$ cat config.mk
export PLATFORM = sky130hd
export DESIGN_NAME = keypad_scanner
export DESIGN_NICKNAME = d
export VERILOG_FILES = /design/src/rtl/keypad_scanner.sv
export SDC_FILE = /design/constraint.sdc
export NUM_CORES = 1
export LEC_CHECK = 0
export CAP_MARGIN = 5
export CORE_MARGIN = 2
export CORE_UTILIZATION = 46
export DETAILED_ROUTE_END_ITERATION = 8
export PLACE_DENSITY = 0.77
export SLEW_MARGIN = 20
export SYNTH_ARGS = -nofsm -noshare
export SYNTH_HDL_FRONTEND = slang
export SYNTH_SLANG_ARGS = --single-unit
$ cat constraint.sdc
create_clock -name clock -period 2.6 [get_ports clock]
set_input_delay 0.52 -clock clock [delete_from_list [all_inputs] [get_ports clock]]
set_output_delay 0.52 -clock clock [all_outputs]
set_load 0.1 [all_outputs]
$ cat src/rtl/keypad_scanner.sv
// Column-scanning driver for a 5x4 active-low matrix keypad.
// Debounces press and release and emits one newkey pulse with a 5-bit keycode per keypress.
module keypad_scanner #(
    parameter int SCAN_DIV   = 1000,
    parameter int DEBOUNCE_N = 8
) (
    input  logic       clock,
    input  logic       reset,
    input  logic [3:0] rows,
    output logic [4:0] cols,
    output logic       newkey,
    output logic [4:0] keycode
);

    localparam int DW_W  = (SCAN_DIV > 1) ? $clog2(SCAN_DIV) : 1;
    localparam int CNT_W = $clog2(DEBOUNCE_N + 1);

    localparam logic [DW_W-1:0]  DWELL_LAST = DW_W'(SCAN_DIV - 1);
    localparam logic [DW_W-1:0]  DWELL_ONE  = DW_W'(1);
    localparam logic [CNT_W-1:0] COUNT_ONE  = CNT_W'(1);
    localparam logic [CNT_W-1:0] COUNT_DONE = CNT_W'(DEBOUNCE_N);
    localparam logic [2:0]       COL_LAST   = 3'd4;
    localparam logic [4:0]       COLS_RESET = 5'b11110;

    typedef enum logic [1:0] {
        ST_SCAN,
        ST_DEB_PRESS,
        ST_EMIT,
        ST_HOLD
    } state_t;

    state_t           r_state;
    logic [3:0]       r_rows_meta;
    logic [3:0]       r_rows_s;
    logic [DW_W-1:0]  r_dwell;
    logic [2:0]       r_col;
    logic [4:0]       r_cols;
    logic             r_newkey;
    logic [4:0]       r_keycode;
    logic [4:0]       r_cand;
    logic [CNT_W-1:0] r_count;

    logic             w_sample;
    logic             w_single;
    logic [1:0]       w_row;
    logic [4:0]       w_key;
    logic [2:0]       w_next_col;
    logic [4:0]       w_next_cols;
    logic [CNT_W-1:0] w_count_inc;

    // NOTE: the synchroniser flops are reset to "no key" so a stale pre-reset
    // row value can never be sampled as a press right after reset.
    always_ff @(posedge clock) begin
        if (reset) begin
            r_rows_meta <= 4'hF;
            r_rows_s    <= 4'hF;
        end else begin
            // NOTE: all sequential state uses non-blocking assignment so every
            // flop samples the pre-edge value of its inputs.
            r_rows_meta <= rows;
            r_rows_s    <= r_rows_meta;
        end
    end

    // Free-running dwell counter; its last count is both the sample point and the column boundary.
    always_ff @(posedge clock) begin
        if (reset) begin
            r_dwell <= '0;
        end else if (w_sample) begin
            r_dwell <= '0;
        end else begin
            r_dwell <= r_dwell + DWELL_ONE;
        end
    end

    assign w_sample = (r_dwell == DWELL_LAST);

    // NOTE: both outputs get a default before the case so no latch is inferred.
    always_comb begin
        w_single = 1'b0;
        w_row    = 2'd0;
        case (r_rows_s)
            4'b1110: begin w_single = 1'b1; w_row = 2'd0; end
            4'b1101: begin w_single = 1'b1; w_row = 2'd1; end
            4'b1011: begin w_single = 1'b1; w_row = 2'd2; end
            4'b0111: begin w_single = 1'b1; w_row = 2'd3; end
            default: begin w_single = 1'b0; w_row = 2'd0; end
        endcase
    end

    assign w_key       = {r_col, w_row};
    assign w_next_col  = (r_col == COL_LAST) ? 3'd0 : r_col + 3'd1;
    assign w_next_cols = ~(5'b00001 << w_next_col);
    assign w_count_inc = r_count + COUNT_ONE;

    always_ff @(posedge clock) begin
        if (reset) begin
            r_state   <= ST_SCAN;
            r_col     <= 3'd0;
            r_cols    <= COLS_RESET;
            r_newkey  <= 1'b0;
            r_keycode <= 5'd0;
            r_cand    <= 5'd0;
            r_count   <= '0;
        end else begin
            r_newkey <= 1'b0;
            case (r_state)
                ST_SCAN: begin
                    if (w_sample) begin
                        if (w_single) begin
                            r_cand  <= w_key;
                            r_count <= COUNT_ONE;
                            r_state <= (COUNT_ONE == COUNT_DONE) ? ST_EMIT : ST_DEB_PRESS;
                        end else begin
                            r_col  <= w_next_col;
                            r_cols <= w_next_cols;
                        end
                    end
                end
                ST_DEB_PRESS: begin
                    if (w_sample) begin
                        if (w_single && (w_key == r_cand)) begin
                            r_count <= w_count_inc;
                            if (w_count_inc == COUNT_DONE) begin
                                r_state <= ST_EMIT;
                            end
                        end else begin
                            r_count <= '0;
                            r_state <= ST_SCAN;
                            r_col   <= w_next_col;
                            r_cols  <= w_next_cols;
                        end
                    end
                end
                ST_EMIT: begin
                    r_newkey  <= 1'b1;
                    r_keycode <= r_cand;
                    r_count   <= '0;
                    r_state   <= ST_HOLD;
                end
                ST_HOLD: begin
                    if (w_sample) begin
                        if (r_rows_s == 4'hF) begin
                            if (w_count_inc == COUNT_DONE) begin
                                r_count <= '0;
                                r_state <= ST_SCAN;
                                r_col   <= w_next_col;
                                r_cols  <= w_next_cols;
                            end else begin
                                r_count <= w_count_inc;
                            end
                        end else begin
                            r_count <= '0;
                        end
                    end
                end
                default: begin
                    r_state <= ST_SCAN;
                end
            endcase
        end
    end

    assign cols    = r_cols;
    assign newkey  = r_newkey;
    assign keycode = r_keycode;

endmodule

-- Word level (Yosys, flattened, before mapping)
Cells that the tools add are included.
- register bits: 43
- input port bits: 6
- output and inout bits: 11
- $add $sub $neg: 3
- equality and inequality tests: 21
- shifts and indexed selects: 1
- muxes and demuxes: 37
- bitwise gates (word level): 1
- reduce and logical (&&, ||, !) cells: 9
- operators by type and width (operator ; count):
    2-to-1 mux 5 bit ; 7
    2-to-1 mux 4 bit ; 7
    2-to-1 mux 3 bit ; 8
    == test 4 bit, second input constant ; 5
    2-to-1 mux 2 bit ; 8
    inequality test 2 bit, second input constant ; 8
    one-hot mux 4 bit (4 select lines) ; 1
    one-hot mux 5 bit (3 select lines) ; 1
    adder 10 x 1 -> 10 bit, second input constant ; 1
    == test 10 bit, second input constant ; 1
    one-hot mux 3 bit (3 select lines) ; 1
    one-hot mux 2 bit (4 select lines) ; 1
    AND reduction 8 bit ; 1
    AND reduction 7 bit ; 1
    one-hot mux 2 bit (3 select lines) ; 1
    == test 5 bit ; 1
    NOT 5 bit ; 1
    left shift 1 x 3 -> 5 bit, first input constant ; 1
    adder 4 x 1 -> 4 bit, second input constant ; 1
    == test 2 bit, second input constant ; 2
    == test 4 x 3 -> 1 bit, second input constant ; 1
    AND reduction 4 bit ; 1
    OR reduction 4 bit ; 1
    adder 3 x 1 -> 3 bit, second input constant ; 1
    other kinds (9) ; 10

-- Depth between registers and ports, before layout
- depth after elaboration: 8
- depth in mapped cells: 8
- mapped depth without buffers: 7

-- Worst setup path before layout
No wires, ideal clock.
- path type: reg-to-reg
- start point: register r_count[0]
- end point: register r_cols[1], in the netlist cols[1]
- setup time: 0.123 ns
- arrival: 1.921 ns
- slack: 0.555 ns
- stages on the path, launching flop included: 8
- buffers on the path: 0
- cell sequence: dfxtp_1 > ha_1 > nand3b_1 > or2_1 > o21a_1 > a221o_1 > nor2_2 > mux2_1
- word-level cells in the longest chain between the ends: 4
- RTL lines (item ; line ; RTL):
    start, declared ; 41 ; logic [CNT_W-1:0] r_count;
    start signal, assigned ; 123 ; r_count <= w_count_inc;
    start signal, assigned ; 150 ; r_count <= w_count_inc;
    adder 4 x 1 -> 4 bit ; 94 ; assign w_count_inc = r_count + COUNT_ONE;
    == test 4 bit ; 144 ; if (w_count_inc == COUNT_DONE) begin
    inequality test 2 bit (no source line) ; -- ;
    AND reduction 8 bit (no source line) ; -- ;
    end signal, assigned ; 116 ; r_cols <= w_next_cols;
    end signal, assigned ; 131 ; r_cols <= w_next_cols;
    end signal, assigned ; 148 ; r_cols <= w_next_cols;
    end, declared ; 37 ; logic [4:0] r_cols;
Every way passes these cells.
A chain may end at the register's enable or synchronous reset.

-- Worst setup path after layout
Ends and elaborated chain as after synthesis.

==> metrics <==
status finished, final reports clean; Die H 71.8 µm; Die X 71.8 µm; Hold WS 0.412 ns; clock buffer depth 2; Rows 24; crit end category register; post-cts resize count 0; CP Launch Point r_count[0]; asr flop ratio synth 0%; synth warn 0; cells on worst reg2reg path 7; slowest CP cell dfxtp_1; worst slew pin tran 0.603 ns; port buffer count 16; Syn Area/Cell 9.20 µm²; Primary FF master, synth dfxtp_1; top cell type's share of synthesized area 40.7%; Pwr Total 1360 µW; max incr delay on CP 0.43 ns; critical path launch point type register; endpoints failing setup 0; most crowded layer after global routing met2; via count 1,678; #FFs+latches synth 43; CTS root buf clkbuf_8; Final min period 2.27 ns; GRT overflow 0; DRC errors left 0; final hold vios 0; DPL Wire Length 2800 µm; area leader, netlist dfxtp_1; Clock transition at path regs 0.08 ns; die area 0.00516 mm²; cells after synthesis 230; Leakage 0.000905 µW; starting DRC count in detailed routing 69; CTS Hold Bufs 0; RSZ-0062 raised after global routing false; Post-Syn Nets 248; GRT met2 Usage 28.1%; min-delay src r_rows_meta[2]; Post-CTS Setup Inserts 0; synthesized area 0.00212 mm²; worst setup path endpoint cols[1]; sequential share of power 51.7%; Routed Antenna Nets 0; fin. max-slew vios 0; Setup Skew 0.00336 ns; clock sink count 43; I/O pins 17; drt pass-1 iters 4; Comb power frac 14.4%; max cap viols 0; crit-path cells ha_1 > and2_1 > a21oi_1 > o21a_1 > a221o_1 > nor2_2 > mux2_1; worst rel slew slack 59.7%; largest net degree at the start of global routing 28; GR Layer Usage met1 21.5%; first-pass GRT wire length 7040 µm; Inserted Clock Buffers 5; register area share after synthesis 40.7%; worst vdd ir 0.499 mV; GP Congestion 0.795; vias in the first global route 1,593; clock network power share 33.9%; Starting Density 48.3%; CTS tree yes; area delta synth->final 13.9%; Post-layout nets 265; worst skew pair latency 0.29 ns; setup TNS 0 ns; r2r endpoint cols[1]; Critical Path Fanout Max 6; Hold Crit Class register to register; switching share of power 26.7%; final wirelength 3930 µm; Switching Power 363 µW; met3 usage 3.80%; initial antenna violation count 0; Antenna Cells 0; worst reg2reg startpoint r_count[0]; flop2flop setup slack 0.33 ns; Yosys cell types 52; layout cells sized above 1 15.3%; Setup CP Type register to register; fmax 441 MHz; Final period util 87.2%; H-tree levels 2; Power Density 564 mW/mm²; WP data arrival 2.45 ns; Internal 997 µW; Required @ worst endpoint 2.78 ns; core area 0.00438 mm²; Vias/cell 5.59; WL/cell 13.1 µm; Post-synth EDFFs 0; main area contributors after synthesis dfxtp_1 41%, ha_1 7.1%, mux2i_1 4.7%, nor2_1 4.1%, a21oi_1 4.0%; GR Util All Layers 16.9%
worst min path at each step:
| stage | end | depth (start not counted) | slack (ns) |
|---|---|---|---|
| finish | r_rows_s[2] | 1 | 0.41 |
| global route | r_rows_s[2] | 1 | 0.43 |
| CTS | r_rows_s[0] | 1 | 0.42 |
| detailed placement | r_rows_s[0] | 1 | 0.40 |
| global placement | r_rows_s[2] | 1 | 0.40 |
| floorplan | r_rows_s[0] | 1 | 0.39 |
logic make-up after synthesis:
kind of cell	share of synthesized area [%]
simple gates	22.1
compound gates	15.7
flops	40.7
buf+inv	3.78
xor+xnor	5.38
fa+ha+maj	7.10
mux	5.26
cells in the mapped netlist (5+ instances only):
| cell | count |
|---|---|
| mux2i_1 | 10 |
| ha_1 | 12 |
| dfxtp_1 | 43 |
| or3_1 | 6 |
| or2_2 | 9 |
| nand2_1 | 11 |
| clkbuf_1 | 5 |
| nand3_1 | 5 |
| xnor2_1 | 9 |
| a21oi_1 | 17 |
| nor2_1 | 23 |
| inv_1 | 10 |
power groups by stage:
stage                     sequential [µW]  combinational, µW  clock, µW
after floorplan                       736                125          0
after global placement                716                190          0
after detailed placement              717                194          0
after CTS                             702                196        474
after global routing                  706                217        500
final                                 702                196        462
layout by cell type, fill, tap and decap left out, drive strengths merged, types with 3 or more instances in the layout:
master,n
dfxtp,43
nor2,24
a21oi,20
buf,14
ha,12
nand2,11
or2,11
inv,10
mux2i,10
xnor2,9
clkbuf,7
o21ai,7
or3,6
nand3,5
clkdlybuf4s50,5
nand4,5
nand4b,4
a211oi,4
xor2,4
and3,3
area by class of cell:
class | instances | area [µm²]
Fill cell | 400 | 1970
Multi-Input combinational cell | 168 | 1170
Sequential cell | 43 | 861
Timing Repair Buffer | 19 | 168
Clock buffer | 7 | 96.3
Tap cell | 52 | 65.1
Inverter | 10 | 37.5
Clock inverter | 1 | 7.51
routing by layer:
metal  share of wire (%)  vias to the layer above
met5                   0                        -
met4                 1.1                        0
met3                 2.6                        5
met2                  47                       17
met1                  49                      802
li1                    -                      854
per-stage QoR:
step	instances	setup WS, ns	utilization, %	instance area [µm²]
after floorplan	230	0.555	-	2120
after global placement	292	0.445	52.6	2310
after detailed placement	292	0.370	52.6	2310
after CTS	300	0.331	55.0	2410
after global routing	300	0.201	55.0	2410
final	300	0.334	55.0	2410
sequential cells by signal (all words and copies together) (netlist names), named ones only:
name,flops
r_col,3
r_count,4
r_dwell,10
r_cand,5
keycode,5
newkey,1
r_rows_meta,4
cols,5
r_state,1
r_rows_s,4
critical path: cells and delay by family (launching register included):
family / cells / cell delay (ns)
AO/OA/AOI/OAI: 3 / 0.72
adder cells (fa/ha/maj): 1 / 0.26
multiplexers: 1 / 0.35
AND/OR/NAND/NOR: 2 / 0.40
flip-flops: 1 / 0.43
No activity file was read; power rests on OpenSTA's default activity.
